===== config.mk =====
export PLATFORM = sky130hd
export DESIGN_NAME = switching_sequencer
export DESIGN_NICKNAME = d
export VERILOG_FILES = /design/src/rtl/switching_pkg.sv /design/src/rtl/switching_sequencer_phase_timer.sv /design/src/rtl/switching_sequencer.sv
export SDC_FILE = /design/constraint.sdc
export NUM_CORES = 1
export LEC_CHECK = 0
export BUFFER_PORTS_ARGS = -buffer_cell sky130_fd_sc_hd__buf_2
export CORE_ASPECT_RATIO = 0.75
export CORE_UTILIZATION = 45
export DETAILED_ROUTE_END_ITERATION = 7
export PLACE_DENSITY = 0.68
export SYNTH_ARGS = -nofsm -noshare
export SYNTH_HDL_FRONTEND = slang
export SYNTH_SLANG_ARGS = --single-unit

===== constraint.sdc =====
create_clock -name clk -period 7.3 [get_ports clk]
set_clock_uncertainty 0.2 [all_clocks]
set_input_delay 1.46 -clock clk [delete_from_list [all_inputs] [get_ports clk]]
set_output_delay 1.46 -clock clk [all_outputs]
set_load 0.05 [all_outputs]

===== src/rtl/switching_pkg.sv =====
//------------------------------------------------------------------------------
// switching_pkg
//   Shared types and constants for the PMOD complementary PWM sequencer.
//   - state_t : sequencer states
//   - cfg_t   : one configuration word {half, dead, bursts}
//   - helpers : on-phase length and configuration legality
// Revision: 1.0  initial release
//------------------------------------------------------------------------------
`default_nettype none

package switching_pkg;

  // Field widths of the configuration word. The top-level width parameters
  // must match these, since active and shadow registers are held as cfg_t.
  localparam int CFG_CNT_W   = 16;
  localparam int CFG_DEAD_W  = 8;
  localparam int CFG_BURST_W = 16;

  // Reset configuration: 2.083 kHz at 100 MHz with 50-cycle dead time.
  localparam int DEF_HALF = 24000;
  localparam int DEF_DEAD = 50;

  typedef enum logic [2:0] {
    IDLE    = 3'd0,
    A_ON    = 3'd1,
    DEAD_AB = 3'd2,
    B_ON    = 3'd3,
    DEAD_BA = 3'd4
  } state_t;

  typedef struct packed {
    logic [CFG_CNT_W-1:0]   half;
    logic [CFG_DEAD_W-1:0]  dead;
    logic [CFG_BURST_W-1:0] bursts;
  } cfg_t;

  // Timer load value for an on-phase: the phase lasts H-D cycles and the
  // timer counts down to zero inclusive.
  function automatic logic [CFG_CNT_W-1:0] on_load(input cfg_t c);
    return c.half - CFG_CNT_W'(c.dead) - CFG_CNT_W'(1);
  endfunction

  // Timer load value for a dead-time phase of D cycles (only used when D>0).
  function automatic logic [CFG_CNT_W-1:0] dead_load(input cfg_t c);
    return CFG_CNT_W'(c.dead - CFG_DEAD_W'(1));
  endfunction

  // A configuration is usable when H>=2 and D<H, which keeps every phase
  // at least one cycle long.
  function automatic logic cfg_legal(input cfg_t c);
    return (c.half >= CFG_CNT_W'(2)) && (CFG_CNT_W'(c.dead) < c.half);
  endfunction

endpackage

`default_nettype wire


===== src/rtl/switching_sequencer_phase_timer.sv =====
//------------------------------------------------------------------------------
// phase_timer
//   Loadable down-counter that measures the length of one sequencer phase.
//   Ports:
//     clk, rst_n : clock, asynchronous active-low reset
//     load       : load strobe, takes priority over counting
//     load_val   : value loaded (phase length minus one)
//     zero       : counter has reached zero (last cycle of the phase)
// Revision: 1.0  initial release
//------------------------------------------------------------------------------
`default_nettype none

module phase_timer
  import switching_pkg::*;
#(
  parameter int W = CFG_CNT_W
) (
  input  logic         clk,
  input  logic         rst_n,
  input  logic         load,
  input  logic [W-1:0] load_val,
  output logic         zero
);

  logic [W-1:0] count;

  // Saturates at zero so an idle sequencer leaves the counter parked.
  always_ff @(posedge clk or negedge rst_n) begin
    if (!rst_n) begin
      count <= '0;
    end else if (load) begin
      count <= load_val;
    end else if (count != '0) begin
      count <= count - W'(1);
    end
  end

  assign zero = (count == '0);

endmodule

`default_nettype wire


===== src/rtl/switching_sequencer.sv =====
//------------------------------------------------------------------------------
// switching_sequencer
//   Complementary PWM pair generator with programmable half-period and dead
//   time, continuous or counted-burst operation, and glitch-free
//   reconfiguration at period boundaries.
//   Ports:
//     clk, rst_n            : clock, asynchronous active-low reset
//     cfg_valid / cfg_ready : configuration handshake
//     cfg_half/dead/bursts  : H, D and N (N=0 runs continuously)
//     cfg_err               : one-cycle pulse, offered config rejected
//     start, stop           : level-sampled run control
//     pwm_a, pwm_b          : high-side / low-side drive (registered)
//     busy                  : sequencer not idle
//     done                  : one-cycle pulse when a run ends
// Revision: 1.0  initial release
//------------------------------------------------------------------------------
`default_nettype none

module switching_sequencer
  import switching_pkg::*;
#(
  parameter int CNT_W    = CFG_CNT_W,
  parameter int DEAD_W   = CFG_DEAD_W,
  parameter int BURST_W  = CFG_BURST_W,
  parameter int DEF_HALF = switching_pkg::DEF_HALF,
  parameter int DEF_DEAD = switching_pkg::DEF_DEAD
) (
  input  logic               clk,
  input  logic               rst_n,
  input  logic               cfg_valid,
  output logic               cfg_ready,
  input  logic [CNT_W-1:0]   cfg_half,
  input  logic [DEAD_W-1:0]  cfg_dead,
  input  logic [BURST_W-1:0] cfg_bursts,
  output logic               cfg_err,
  input  logic               start,
  input  logic               stop,
  output logic               pwm_a,
  output logic               pwm_b,
  output logic               busy,
  output logic               done
);

  state_t state, state_nxt;

  cfg_t active;     // configuration governing the current period
  cfg_t shadow;     // configuration waiting for the next boundary
  cfg_t eff;        // configuration the next period will use
  cfg_t cfg_in;
  logic pending;

  logic                   stop_req;
  logic                   counted;    // run was started with N != 0
  logic [CFG_BURST_W-1:0] burst_cnt;

  logic                 t_load;
  logic [CFG_CNT_W-1:0] t_val;
  logic                 t_zero;

  logic boundary;
  logic run_end;
  logic start_go;
  logic cfg_fire;

  assign cfg_in   = '{half: cfg_half, dead: cfg_dead, bursts: cfg_bursts};
  assign eff      = pending ? shadow : active;
  assign cfg_fire = cfg_valid & ~pending;
  assign start_go = (state == IDLE) & start & ~stop;

  // A stop seen in the boundary cycle itself ends the run there as well.
  assign run_end  = stop_req | stop | (counted & (burst_cnt == CFG_BURST_W'(1)));

  assign cfg_ready = ~pending;

  phase_timer #(
    .W (CFG_CNT_W)
  ) u_phase_timer (
    .clk      (clk),
    .rst_n    (rst_n),
    .load     (t_load),
    .load_val (t_val),
    .zero     (t_zero)
  );

  // Next-state and timer-load decode. Within a period the phase lengths come
  // from the active config; a new period takes its lengths from eff so a
  // pending shadow applies from the very first cycle after the boundary.
  always_comb begin
    state_nxt = state;
    t_load    = 1'b0;
    t_val     = '0;
    boundary  = 1'b0;
    case (state)
      IDLE: begin
        if (start_go) begin
          state_nxt = A_ON;
          t_load    = 1'b1;
          t_val     = on_load(eff);
        end
      end
      A_ON: begin
        if (t_zero) begin
          t_load = 1'b1;
          if (active.dead != '0) begin
            state_nxt = DEAD_AB;
            t_val     = dead_load(active);
          end else begin
            state_nxt = B_ON;
            t_val     = on_load(active);
          end
        end
      end
      DEAD_AB: begin
        if (t_zero) begin
          state_nxt = B_ON;
          t_load    = 1'b1;
          t_val     = on_load(active);
        end
      end
      B_ON: begin
        if (t_zero) begin
          if (active.dead != '0) begin
            state_nxt = DEAD_BA;
            t_load    = 1'b1;
            t_val     = dead_load(active);
          end else begin
            boundary = 1'b1;
          end
        end
      end
      DEAD_BA: begin
        if (t_zero) begin
          boundary = 1'b1;
        end
      end
      default: begin
        state_nxt = IDLE;
      end
    endcase

    if (boundary) begin
      if (run_end) begin
        state_nxt = IDLE;
      end else begin
        state_nxt = A_ON;
        t_load    = 1'b1;
        t_val     = on_load(eff);
      end
    end
  end

  // State and registered outputs decoded from the next state, so the pins
  // change on the same edge as the state and never overlap.
  always_ff @(posedge clk or negedge rst_n) begin
    if (!rst_n) begin
      state   <= IDLE;
      pwm_a   <= 1'b0;
      pwm_b   <= 1'b0;
      busy    <= 1'b0;
      done    <= 1'b0;
      cfg_err <= 1'b0;
    end else begin
      state   <= state_nxt;
      pwm_a   <= (state_nxt == A_ON);
      pwm_b   <= (state_nxt == B_ON);
      busy    <= (state_nxt != IDLE);
      done    <= boundary & run_end;
      cfg_err <= cfg_fire & ~cfg_legal(cfg_in);
    end
  end

  // Stop request and burst counting.
  always_ff @(posedge clk or negedge rst_n) begin
    if (!rst_n) begin
      stop_req  <= 1'b0;
      counted   <= 1'b0;
      burst_cnt <= '0;
    end else begin
      if (state_nxt == IDLE) begin
        stop_req <= 1'b0;
      end else if ((state != IDLE) && stop) begin
        stop_req <= 1'b1;
      end

      if (start_go) begin
        burst_cnt <= eff.bursts;
        counted   <= (eff.bursts != '0);
      end else if (boundary && counted) begin
        burst_cnt <= burst_cnt - CFG_BURST_W'(1);
      end
    end
  end

  // Configuration storage. A config left pending when the run ended (offered
  // in the final cycle) is applied as soon as the sequencer is idle.
  always_ff @(posedge clk or negedge rst_n) begin
    if (!rst_n) begin
      active  <= '{half:   CFG_CNT_W'(DEF_HALF),
                   dead:   CFG_DEAD_W'(DEF_DEAD),
                   bursts: '0};
      shadow  <= '0;
      pending <= 1'b0;
    end else begin
      if (pending && (boundary || (state == IDLE))) begin
        active  <= shadow;
        pending <= 1'b0;
      end
      if (cfg_fire && cfg_legal(cfg_in)) begin
        if (state == IDLE) begin
          active <= cfg_in;
        end else begin
          shadow  <= cfg_in;
          pending <= 1'b1;
        end
      end
    end
  end

endmodule

`default_nettype wire


==> results_tabular.tex <==
\begin{tabular}{lr}
\hline
Metric & Value \\
\hline
\multicolumn{2}{l}{\textbf{Setup path}} \\
\quad Crit path launch type & flip-flop \\
\quad Largest fanout on the critical path & 12 \\
\quad Worst R2R Setup Slack & 3310 ps \\
\quad Critical-path cell with the highest stage delay & sky130\_fd\_sc\_hd\_\_a2111oi\_0 \\
\quad Worst r2r src & pending\$\_DFF\_PN0\_ \\
\quad Launching instance or port of the critical path & pending\$\_DFF\_PN0\_ \\
\quad Stage delay of the slowest cell on the critical path & 670 ps \\
\quad Worst EP arrival & 4070 ps \\
\quad Crit Path Category & flip-flop to flip-flop \\
\quad Required time at the endpoint of the critical path & 7380 ps \\
\quad Register-to-Register Path Depth & 10 \\
\quad Kind of cell adding the most delay to the critical path & compound AO/OA/AOI/OAI gates \\
\quad Reg-to-reg critical path endpoint & u\_phase\_timer.count[15]\$\_DFFE\_PN0P\_ \\
\quad Cells traversed along the worst timing path & inv\_1 > a21boi\_0 > ha\_1 > a211oi\_1 > o21ai\_0 > a2111oi\_0 > nor2\_1 > or3\_1 > nand3\_1 > a32oi\_1 \\
\quad Type of destination of the critical path & flip-flop \\
\quad Critical path buffer and inverter count & 1 \\
\multicolumn{2}{l}{\textbf{Yosys}} \\
\quad Cell with the most instances after synthesis & sky130\_fd\_sc\_hd\_\_dfrtp\_1 \\
\quad Count of state elements after synthesis & 123 \\
\quad Most instantiated flip-flop cell in the synthesis netlist & sky130\_fd\_sc\_hd\_\_dfrtp\_1 \\
\quad Avg Inst Size Synth & 9.73 µm² \\
\quad EDFF count, synth & 0 \\
\quad Synth top cells by count & sky130\_fd\_sc\_hd\_\_dfrtp\_1 (113), sky130\_fd\_sc\_hd\_\_nand2\_1 (74), sky130\_fd\_sc\_hd\_\_mux2i\_1 (70), sky130\_fd\_sc\_hd\_\_o21ai\_0 (68), sky130\_fd\_sc\_hd\_\_mux2\_2 (51) \\
\quad Synthesis Warnings & 0 \\
\quad Gate Count Post-Synth & 806 \\
\quad Cell types occupying the most area after synthesis & sky130\_fd\_sc\_hd\_\_dfrtp\_1 (36\%), sky130\_fd\_sc\_hd\_\_mux2i\_1 (8.9\%), sky130\_fd\_sc\_hd\_\_mux2\_2 (7.3\%) \\
\quad Cell type contributing the most total cell area after synthesis & sky130\_fd\_sc\_hd\_\_dfrtp\_1 \\
\quad Number of nets produced by synthesis & 882 \\
\quad Netlist cell types & 75 \\
\quad Sequential fraction of the synthesis area & 0.394 \\
\quad Top-area cell type share of the netlist area & 0.360 \\
\quad Cell area after technology mapping & 7850 µm² \\
\quad Async SR Flop Fraction & 1.00 \\
\multicolumn{2}{l}{\textbf{Routing}} \\
\quad Total Routed Length & 19.4 mm \\
\quad WL/cell & 18.0 µm \\
\quad Iteration count of the initial detailed-routing pass & 5 \\
\quad Routed vias/inst & 5.93 \\
\quad Routed Antenna Nets & 0 \\
\quad Post-detailed-route DRC marker count & 0 \\
\quad Initial DRC count & 475 \\
\quad Vias & 6,373 \\
\multicolumn{2}{l}{\textbf{Pwr}} \\
\quad Max rail drop VDD & 0.155 mV \\
\quad Standby leakage power & 0.00422 µW \\
\quad Pwr Density & 187 nW/µm² \\
\multicolumn{2}{l}{\textbf{STA}} \\
\quad Max-slew violations & 0 \\
\quad Normalized max-slew margin & 0.300 \\
\quad Worst hold-check slack & 318 ps \\
\quad Final critical path time including I/O delays and setup & 3990 ps \\
\quad Final TNS setup & 0 ps \\
\quad Finish-stage setup viols & 0 \\
\quad Fmax achieved & 250 MHz \\
\quad Setup repair after global routing missed its margin & false \\
\quad Final hold violations & 0 \\
\quad Final setup margin & 3310 ps \\
\quad Transition at the pin with the smallest max-transition slack & 1050 ps \\
\quad Final period util & 0.547 \\
\multicolumn{2}{l}{\textbf{Finish}} \\
\quad Antenna diode instance count & 0 \\
\quad Fraction of layout cells with a size suffix above 1 & 0.201 \\
\quad Cell area after layout & 8880 µm² \\
\quad Number of nets in the finished design & 922 \\
\quad Share of the core filled with cells in the final layout & 0.525 \\
\quad Synth-to-layout area growth & 13.2\% \\
\quad FILL cells & 1,534 \\
\multicolumn{2}{l}{\textbf{Outcome}} \\
\quad Run status & complete, no violations \\
\multicolumn{2}{l}{\textbf{Placed design}} \\
\quad Post-placement cell area & 8270 µm² \\
\quad Final estimated routing congestion in global placement & 0.874 \\
\quad DP HPWL & 13.8 mm \\
\quad IO Port Bufs & 50 \\
\quad Placement-stage worst setup slack & 3010 ps \\
\multicolumn{2}{l}{\textbf{Global routing}} \\
\quad Antenna violations before repair & 0 \\
\quad Total global routing overflow & 0 \\
\quad Maximum number of pins on one net before global-route repair & 82 \\
\quad Total Routing Usage GR & 0.228 \\
\quad Number of global-route vias before repair & 5,963 \\
\quad First-pass GRT wire length & 31.8 mm \\
\multicolumn{2}{l}{\textbf{Die}} \\
\quad I/O pin count & 51 \\
\quad Die outline area & 18,000 µm² \\
\quad Core region area & 16,900 µm² \\
\quad Die boundary height & 116 µm \\
\quad Die outline width & 154 µm \\
\quad Cell Rows & 41 \\
\quad Initial core utilization & 0.463 \\
\multicolumn{2}{l}{\textbf{Clock tree}} \\
\quad CTS-repair resized insts & 0 \\
\quad Root buffer cell & sky130\_fd\_sc\_hd\_\_clkbuf\_16 \\
\quad Clock latency at the later pin of the worst-skew pair & 420 ps \\
\quad Clock Sinks & 123 \\
\quad Clock transition at path regs & 60 ps \\
\quad \# Post-CTS Setup Buffers & 0 \\
\quad Clock buffer count from CTS & 17 \\
\quad Number of levels the H-tree was split into & 4 \\
\quad Hold-fix buffers, CTS & 0 \\
\quad TritonCTS clock tree & done \\
\quad Number of buffers on the longest clock path & 2 \\
\multicolumn{2}{l}{\textbf{Hold path}} \\
\quad Capture endpoint of the worst hold path & stop\_req\$\_DFFE\_PN0P\_ \\
\quad Type of the most critical hold path & flip-flop to flip-flop \\
\quad Hold path startpoint & stop\_req\$\_DFFE\_PN0P\_ \\
\quad Worst hold path depth & 2 \\
\multicolumn{2}{l}{\textbf{Job}} \\
\quad Max-cap check violation count & 0 \\
\hline
\end{tabular}
-- how the worst max path moves through the flow --
stage | end | cells after the start | slack [ps]
6_report | u_phase_timer.count[15]$_DFFE_PN0P_ | 10 | 3310
5_1_grt | u_phase_timer.count[15]$_DFFE_PN0P_ | 10 | 3170
3_3_place_gp | shadow[13]$_DFFE_PN0P_ | 9 | 3060
4_1_cts | u_phase_timer.count[15]$_DFFE_PN0P_ | 9 | 3360
3_5_place_dp | active[14]$_DFF_PN0_ | 10 | 3010
2_1_floorplan | u_phase_timer.count[10]$_DFFE_PN0P_ | 16 | 3160
-- registers in the layout, indices dropped and copies added, names as in the netlist, 3 cells and up --
register             count
active                  40
shadow                  40
burst_cnt               16
u_phase_timer.count     16
state                    3
-- tightest hold or removal path: cells and delay by family, from the launching register on --
| kind | cells | cell delay [ps] |
|---|---|---|
| flops | 1 | 340 |
| simple gates | 1 | 90 |
| compound gates | 1 | 40 |
-- where the power goes --
part	switching [µW]	total, µW	internal [µW]
logic	40.6	68.1	27.5
registers	14.4	706	692
clock network	345	889	544
-- stage by stage --
| stage | power [µW] | cells |
|---|---|---|
| after detailed placement | 786 | 1042 |
| after floorplan | 744 | 806 |
| after global routing | 1710 | 1074 |
| after CTS | 1670 | 1074 |
| final | 1660 | 1074 |
| after global placement | 785 | 1042 |
-- kinds of logic after synthesis --
group                    count (synthesis)  synth area share
XOR/XNOR                                46            0.0513
flip-flops                             123             0.394
adder cells (fa/ha/maj)                 31            0.0513
multiplexers                           121             0.162
AND/OR/NAND/NOR                        224             0.146
AO/OA/AOI/OAI                          195             0.156
buffers and inverters                   66            0.0394
-- per-layer routing --
metal / vias to the layer above / share of wire / GRT usage
li1: 3042 / - / -
met2: 223 / 0.40 / 0.314
met1: 3090 / 0.52 / 0.352
met5: - / 0 / 0
met3: 18 / 0.067 / 0.0575
met4: 0 / 0.0099 / 0.0574
-- cells in the final DEF, fill, tap and decap left out, drive strengths merged, types with 4 or more instances in the layout --
| cell type | netlist | final |
|---|---|---|
| a211oi | 8 | 8 |
| a21o | 6 | 6 |
| a21oi | 44 | 44 |
| a31oi | 5 | 5 |
| buf | 24 | 59 |
| clkbuf | 14 | 17 |
| clkinv | 0 | 4 |
| dfrtp | 113 | 113 |
| dfstp | 10 | 10 |
| ha | 29 | 29 |
| inv | 28 | 33 |
| mux2 | 51 | 51 |
| mux2i | 70 | 70 |
| nand2 | 75 | 75 |
| nand2b | 7 | 7 |
| nand3 | 10 | 10 |
| nand4 | 6 | 6 |
| nor2 | 44 | 44 |
| nor2b | 5 | 5 |
| nor3 | 24 | 24 |
| nor3b | 5 | 5 |
| nor4 | 20 | 20 |
| o211ai | 4 | 4 |
| o21a | 7 | 7 |
| o21ai | 76 | 76 |
| o221ai | 5 | 5 |
| o22ai | 6 | 6 |
| o31ai | 4 | 4 |
| or3 | 8 | 8 |
| or4 | 5 | 5 |
| xnor2 | 30 | 30 |
| xor2 | 16 | 16 |
-- layout make-up --
cell class              instances  area, µm²  area share
repair buffers                 59        320      0.0361
well taps                     215        269      0.0303
inverters                      28        105      0.0118
clock inverters                15        189      0.0213
flip-flops and latches        123       3090       0.348
multi-input cells             617       4480       0.505
clock buffers                  17        425      0.0479
Note: power is estimated with default switching activity, not from simulation.
